--- src/rtl/softmc_pkg.sv ---
// Shared SoftMC definitions used by the instruction-sequence loader.
//   OPC_END / opcode field : marks the end of a host instruction sequence
//   INSTR_NOP              : filler word used to complete an instruction pair
//   loader_state_e         : iseq_loader FSM states
package softmc_pkg;

  localparam int unsigned OPC_MSB = 31;
  localparam int unsigned OPC_LSB = 28;

  localparam logic [3:0]  OPC_END   = 4'b1111;
  localparam logic [31:0] INSTR_NOP = 32'h1000_0000;

  typedef enum logic [2:0] {
    LOAD,
    PAD,
    START,
    WAIT_BUSY,
    WAIT_DONE
  } loader_state_e;

  function automatic logic is_end_instr(input logic [31:0] word);
    return word[OPC_MSB:OPC_LSB] == OPC_END;
  endfunction

endpackage

--- src/rtl/iseq_loader.sv ---
// iseq_loader: producer side of the instruction-sequence path.
// Host words are written alternately into the instr0/instr1 FIFOs. An END
// word is consumed, the sequence is padded to an even pair, the dispatcher is
// started with a one-cycle process_iseq pulse and the loader waits for
// dispatcher_busy to fall before accepting the next sequence.
//
// Ports:
//   clk, rst            : clock, synchronous active-high reset
//   app_instr_*         : host word stream (valid/ready handshake)
//   instr0_fifo_*       : slot-0 FIFO write port and full flag
//   instr1_fifo_*       : slot-1 FIFO write port and full flag
//   process_iseq        : one-cycle dispatcher start pulse
//   dispatcher_busy     : registered busy flag from the dispatcher
//   loader_busy         : high outside the LOAD state
//   iseq_done           : one-cycle pulse when a sequence completes
//   instr_count         : host words written in the current sequence
//
// Optional feature: define ISEQ_LOADER_STREAM_EN to start the dispatcher
// early when instr0 fills during loading, allowing sequences longer than the
// FIFO depth.
module iseq_loader
  import softmc_pkg::*;
#(
  parameter int unsigned CNT_WIDTH = 16
) (
  input  logic                 clk,
  input  logic                 rst,
  input  logic                 app_instr_valid,
  input  logic [31:0]          app_instr_data,
  output logic                 app_instr_ready,
  output logic                 instr0_fifo_wr,
  output logic [31:0]          instr0_fifo_data,
  input  logic                 instr0_fifo_full,
  output logic                 instr1_fifo_wr,
  output logic [31:0]          instr1_fifo_data,
  input  logic                 instr1_fifo_full,
  output logic                 process_iseq,
  input  logic                 dispatcher_busy,
  output logic                 loader_busy,
  output logic                 iseq_done,
  output logic [CNT_WIDTH-1:0] instr_count
);

  localparam logic [CNT_WIDTH-1:0] CNT_ONE = {{(CNT_WIDTH-1){1'b0}}, 1'b1};

  loader_state_e        state;
  logic                 slot;
  logic [CNT_WIDTH-1:0] count;

  logic fire;
  logic word_is_end;
  logic load_wr;
  logic pad_wr;
  logic stream_go;
  logic seq_started;

  assign word_is_end = is_end_instr(app_instr_data);

  assign app_instr_ready = ~rst & (state == LOAD) &
                           ~(slot ? instr1_fifo_full : instr0_fifo_full);

  assign fire    = app_instr_valid & app_instr_ready;
  assign load_wr = fire & ~word_is_end;
  assign pad_wr  = ~rst & (state == PAD) & ~instr1_fifo_full;

  assign instr0_fifo_wr   = load_wr & ~slot;
  assign instr0_fifo_data = instr0_fifo_wr ? app_instr_data : '0;

  assign instr1_fifo_wr   = (load_wr & slot) | pad_wr;
  assign instr1_fifo_data = pad_wr            ? INSTR_NOP      :
                            (load_wr & slot)  ? app_instr_data : '0;

  assign loader_busy = (state != LOAD);
  assign instr_count = count;

`ifdef ISEQ_LOADER_STREAM_EN
  // The dispatcher is kicked at most once per sequence; seq_started also
  // covers the cycle in which the kick is being issued, so an END seen in
  // that same cycle does not produce a second start.
  logic started;

  assign stream_go   = (state == LOAD) & ~started & instr0_fifo_full &
                       ~dispatcher_busy & (count != '0);
  assign seq_started = started | stream_go;

  always_ff @(posedge clk) begin
    if (rst) begin
      started <= 1'b0;
    end else if ((state == WAIT_DONE) && !dispatcher_busy) begin
      started <= 1'b0;
    end else if (stream_go) begin
      started <= 1'b1;
    end
  end
`else
  assign stream_go   = 1'b0;
  assign seq_started = 1'b0;
`endif

  always_ff @(posedge clk) begin
    if (rst) begin
      state        <= LOAD;
      slot         <= 1'b0;
      count        <= '0;
      process_iseq <= 1'b0;
      iseq_done    <= 1'b0;
    end else begin
      process_iseq <= 1'b0;
      iseq_done    <= 1'b0;

      if (instr0_fifo_wr || instr1_fifo_wr) begin
        slot <= ~slot;
      end
      if (load_wr) begin
        count <= count + CNT_ONE;
      end

      unique case (state)
        LOAD: begin
          if (stream_go) begin
            process_iseq <= 1'b1;
          end
          if (fire && word_is_end) begin
            if (slot) begin
              state <= PAD;
            end else if (count != '0) begin
              if (seq_started) begin
                state <= WAIT_DONE;
              end else begin
                state        <= START;
                process_iseq <= 1'b1;
              end
            end else begin
              // Empty sequence: nothing to dispatch, complete immediately.
              iseq_done <= 1'b1;
            end
          end
        end

        PAD: begin
          if (!instr1_fifo_full) begin
            if (seq_started) begin
              state <= WAIT_DONE;
            end else begin
              state        <= START;
              process_iseq <= 1'b1;
            end
          end
        end

        START: begin
          state <= WAIT_BUSY;
        end

        WAIT_BUSY: begin
          if (dispatcher_busy) begin
            state <= WAIT_DONE;
          end
        end

        WAIT_DONE: begin
          if (!dispatcher_busy) begin
            iseq_done <= 1'b1;
            count     <= '0;
            slot      <= 1'b0;
            state     <= LOAD;
          end
        end

        default: begin
          state <= LOAD;
        end
      endcase
    end
  end

endmodule

--- config.mk ---
export PLATFORM = sky130hd
export DESIGN_NAME = iseq_loader
export DESIGN_NICKNAME = d
export VERILOG_FILES = /design/src/rtl/softmc_pkg.sv /design/src/rtl/iseq_loader.sv
export SDC_FILE = /design/constraint.sdc
export NUM_CORES = 1
export LEC_CHECK = 0
export CAP_MARGIN = 10
export CORE_AREA = 2 2 73 75
export CTS_CLUSTER_DIAMETER = 120
export DETAILED_ROUTE_END_ITERATION = 16
export DIE_AREA = 0 0 75 77
export PLACE_DENSITY_LB_ADDON = 0.3
export SYNTH_ARGS = -nofsm -noshare
export SYNTH_HDL_FRONTEND = slang
export SYNTH_SLANG_ARGS = --single-unit
--- constraint.sdc ---
create_clock -name clk -period 3.25 [get_ports clk]
set_input_delay 0.4875 -clock clk [delete_from_list [all_inputs] [get_ports clk]]
set_output_delay 0.4875 -clock clk [all_outputs]
set_load 0.01 [all_outputs]
# --- Word-level counts from Yosys, hierarchy flattened ---
# Cells that the tools add are included.
totals:
  ff_bits: 22
  latch_bits: 0
  mem_bits_rw: 0
  romBits: 0
  in_bits: 38
  output_inout_bits: 86
  mem_count: 0
op_classes:
  add_sub_neg: 1
  mul: 0
  div: 0
  n_lt_le_gt_ge: 0
  n_eq_ne: 10
  shift: 0
  mux: 27
  n_bitwise: 14
  reduce_logical: 6
op_table:
  columns: ["operator", "count"]
  rows:
  - ["$mux W32", 3]
  - ["$mux W16", 3]
  - ["$mux W3", 6]
  - ["$add A16 B1 Y16 const B", 1]
  - ["$reduce_bool A16 Y1", 1]
  - ["$pmux W3 S5", 1]
  - ["$mux W1", 12]
  - ["$and A1 B1 Y1", 8]
  - ["$eq A3 B2 Y1 const B", 2]
  - ["$ne A2 B2 Y1 const B", 3]
  - ["$not A1 Y1", 5]
  - ["$reduce_and A5 Y1", 1]
  - ["$eq A4 B4 Y1 const B", 1]
  - ["$pmux W1 S2", 2]
  - ["$eq A3 B1 Y1 const B", 1]
  - ["$eq A3 B3 Y1 const B", 1]
  - ["$logic_not A3 Y1", 1]
  - ["$ne A3 B2 Y1 const B", 1]
  - ["$reduce_bool A3 Y1", 1]
  - ["$ne A2 B1 Y1 const B", 1]
  - ["$logic_and A1 B1 Y1", 1]
  - ["$logic_or A1 B1 Y1", 1]
  - ["$or A1 B1 Y1", 1]

# --- Logic depth before layout (Yosys ltp) ---
logic_depth:
  ltp_word: 11
  mapped_depth: 8

# --- Worst setup path after synthesis ---
# Ideal clock, no wire load.
synth_path:
  kind: "reg2out"
  from: "register state[0]"
  to: "output instr1_fifo_wr"
  arrival_time_ns: 2.145
  required_ns: 2.762
  setup_slack_ns: 0.617
  path_stages_with_launch: 8
  path_buffers: 4
  cell_sequence: "dfxtp_1 > buf_6 > or3_1 > buf_6 > or4_4 > clkbuf_1 > clkbuf_1 > o21ai_0"
synth_between:
  elab_chain_cells: 7
  elab_cells_between_ends: 10
  classes_between: "1 x eq/ne; 8 x bitwise; 1 x reduce/logical"
synth_lines:
  columns: ["item", "line", "source"]
  rows:
  - ["from (decl)", "iseq_loader.sv:46", "loader_state_e state;"]
  - ["from (signal assigned)", "iseq_loader.sv:102", "state <= LOAD;"]
  - ["from (signal assigned)", "iseq_loader.sv:125", "state <= PAD;"]
  - ["from (signal assigned)", "iseq_loader.sv:128", "state <= WAIT_DONE;"]
  - ["$logic_not A3 Y1", "iseq_loader.sv:59", "assign app_instr_ready = ~rst & (state == LOAD) &"]
  - ["$and A1 B1 Y1 (2 in series)", "iseq_loader.sv:59", null]
  - ["$and A1 B1 Y1", "iseq_loader.sv:62", "assign fire = app_instr_valid & app_instr_ready;"]
  - ["$and A1 B1 Y1", "iseq_loader.sv:63", "assign load_wr = fire & ~word_is_end;"]
  - ["$and A1 B1 Y1", "iseq_loader.sv:69", "assign instr1_fifo_wr = (load_wr & slot) | pad_wr;"]
  - ["$or A1 B1 Y1 (*)", "iseq_loader.sv:69", null]
  - ["to (decl)", "iseq_loader.sv:34", "output logic instr1_fifo_wr,"]
# Every way passes the cells marked *; elsewhere a longest branch is shown, timed or not.

# --- Final worst setup path ---
layout_path:
  from: "input instr1_fifo_full"
  to: "output instr0_fifo_data[15]"
layout_between:
  elab_chain_cells: 7
layout_lines:
  columns: ["item", "line", "source"]
  rows:
  - ["from (decl)", "iseq_loader.sv:36", "input logic instr1_fifo_full,"]
  - ["$mux W1", "iseq_loader.sv:60", "~(slot ? instr1_fifo_full : instr0_fifo_full);"]
  - ["$not A1 Y1", "iseq_loader.sv:60", null]
  - ["$and A1 B1 Y1", "iseq_loader.sv:59", null]
  - ["$and A1 B1 Y1", "iseq_loader.sv:62", null]
  - ["$and A1 B1 Y1", "iseq_loader.sv:63", null]
  - ["$and A1 B1 Y1", "iseq_loader.sv:66", "assign instr0_fifo_wr = load_wr & ~slot;"]
  - ["$mux W32", "iseq_loader.sv:67", "assign instr0_fifo_data = instr0_fifo_wr ? app_instr_data : '0;"]
  - ["to (decl)", "iseq_loader.sv:32", "output logic [31:0] instr0_fifo_data,"]
# Every way passes these cells.

==> impl_results.md <==
* Main flop type after synthesis: dfxtp_1
* Horiz. Die Dim at roughly 75 um
* Dpl cell area at between 2000 and 3000 sq um
* Vias in the first global route at roughly 2000
* Yosys cell types at 34
* Setup violators final at 0
* Die area at between 5000 and 6000 sq um
* Post-CTS Setup Inserts at 0
* Synth Register Bits at 22
* Final setup margin at 0.125 ns
* Average via count per standard cell at 5.20
* Worst Path Max Fanout at 36
* IO Port Bufs at between 100 and 150
* Final Wtd Congestion at around 0.78
* Detailed-route wire length at 6200 um
* Total track usage at 21.6%
* Most used routing layer: met2
* WP data arrival at 2.64 ns
* Post_cts resized at 0
* Area contributors post-synth: dfxtp_1 27%, and3_1 14%, and2_1 12%, a21oi_1 4.8%, or4_1 4.5%
* Initial Util at between 30 and 40%
* FFs w/ async S/R, synth at 0%
* Fin crit period at ~3.1 ns
* Final layout net count at around 380
* Commonest cells in the netlist: 37 x and3_1, 32 x and2_1, 22 x dfxtp_1, 16 x a21oi_1, 15 x nand2_1
* CP Launch Type: input pin
* FP Rows at 26
* Longest Clk Path Bufs at 2
* Post-synth net total at roughly 260
* CP Class: input pin to primary output
* Peak Freq at about 320 MHz
* CTS Sinks at 22
* Num ports at ~120
* Worst R2R Setup Slack at just under 0.8 ns
* DRC viols at 0
* Placed cell count at about 400
* LEAKAGE at between 1 and 1.5 nW
* Final HPWL DP at roughly 4800 um
* Post-synth EDFFs at 0
* Total number of yosys warnings at 0
* Status: complete, no violations
* Yosys top cell by area: dfxtp_1
* Clk root buf: clkbuf_8
* Final Cell Area at 3010 sq um
* Fill cell count at roughly 460
* Maxcap violations at 0
* Worst Max-Slew Pin Slew at about 0.74 ns
* Unrepaired setup endpoints after global routing: no
* Pins Over Slew Limit at 0
* DRT iter0 DRCs at 94
* Worst setup EP type: primary output
* Area Growth Syn to Fin at 81.8%
* Largest net degree at the start of global routing at 37
* Layout cell share with drive strength beyond 1 at ~4.2%
* GR Util met1 at between 20% and 30%
* Top-count cell post-synth: and3_1
* Antenna diodes at 0
* Post-Layout Cell Count at approximately 410
* Core Box Area at 4980 sq um
* Cts hold-fix bufs at 0
* Power Dens Cells at between 200 and 250 nW/um^2
* Sequential share of the synthesized area at 26.6%
* Initial antenna violation count at 0
* Clock network latency to the later pin of the worst-skew pair at between 0.2 and 0.3 ns
* Hold Crit Class: flop to flop
* GR Util met2 at around a third
* Final TNS setup at 0 ns
* Syn Inst Count at about 220
* First-pass GRT wire length at 9800 um
* Inserted Clock Buffers at 3
* Worst rel slew slack at just over 50%
* TritonCTS clock tree: built
* Final period utilization at 96.2%
* M3 GR Usage at between 7 and 8%
* Post-place setup slack at about 0.12 ns
* Deepest level of the CTS H-tree at 1
* Antenna-violating nets left at 0
* Critical Path RT at roughly 2.8 ns
* Die H at between 70 and 80 um
* 1st-pass router iterations at 4
* Gr ovfl total at 0
* Synth top area share at 26.6%
* Clock skew at about 0.0033 ns
* Clk slew on worst S/H paths at 0.08 ns
* Syn Std Cell Area at roughly 1700 sq um
* Hold Vio Cnt, Final at 0
* Mapped Avg Cell Area at ~7.5 sq um
* Via count at 2111
* VDD IR-drop max at between 200 and 250 uV
* Routed wire per std cell at about 15 um
-- path summary, 6_finish.rpt --
kind,start,end,cells past startpoint
max,instr1_fifo_full,instr0_fifo_data[15],6
min,instr_count[15],instr_count[15],2
max reg2reg,state[0],instr_count[7],5
min reg2reg,instr_count[15],instr_count[15],2
-- critical path: stages --
cell	delay (ns)
clkdlybuf4s50_1	0.44
mux2_2	0.33
nor4_4	0.27
buf_4	0.33
and3_1	0.22
clkdlybuf4s50_1	0.56
-- layout make-up --
type,count,area [sq um],share of cell area (%)
Inverter,6,22.5,0.749
Timing Repair Buffer,128,1280,42.6
Tap cell,70,87.6,2.91
Clock inverter,1,30.0,0.998
Sequential cell,22,440,14.6
Multi-Input combinational cell,176,1100,36.7
Clock buffer,3,41.3,1.37
-- placed cells by master, fill, tap and decap left out, types with 2 or more instances in the layout --
cell type / n
or3_1: 3
inv_1: 6
o31ai_1: 9
nor3b_1: 2
nand3_1: 6
nor3_1: 3
clkdlybuf4s50_1: 123
o21ai_0: 5
clkbuf_8: 3
and2_1: 32
and4_1: 4
and3_1: 37
or4_1: 10
dfxtp_1: 22
nor4_1: 2
a21oi_1: 16
o211ai_1: 2
nor4b_1: 2
nand2_1: 15
mux2i_1: 2
a31oi_1: 2
nor2_1: 8
buf_4: 4
nand4_1: 4
ha_1: 2
-- per-stage QoR --
step | hold WS [ns] | utilization (%) | power [mW]
2_1_floorplan | 0.508 | - | 0.338
3_3_place_gp | 0.483 | 59.0 | 0.434
3_5_place_dp | 0.501 | 59.0 | 0.435
4_1_cts | 0.516 | 60.4 | 0.693
5_1_grt | 0.543 | 60.4 | 0.714
6_report | 0.513 | 60.4 | 0.688
-- metal layers --
layer  part of all wire (%)  vias up
li1                       -     1045
met1                     41      963
met2                     49       89
met3                    8.3       14
met4                    2.1        0
met5                      0        -
-- sequential cells by signal (all words and copies together) (netlist names) --
register	count
iseq_done	1
slot	1
instr_count	16
process_iseq	1
state	3
-- power by group --
group / internal [mW] / total (mW) / switching (mW)
clock network: 0.165 / 0.259 / 0.0941
logic: 0.0902 / 0.154 / 0.0635
registers: 0.271 / 0.275 / 0.00394
-- logic make-up (layout without fill, tap and decap cells) --
group                      count (synthesis)  in the layout  synth area share [%]
AOI/OAI and AO/OA                         37             37                  13.6
xor gates and xnor gates                   1              1                 0.530
adders and majority gates                  2              2                  1.51
buffers and inverters                     23            138                  6.58
DFF                                       22             22                  26.6
muxes                                      3              3                  1.89
and+or+nand+nor                          133            133                  49.2
Note: power is estimated with default switching activity, not from simulation.
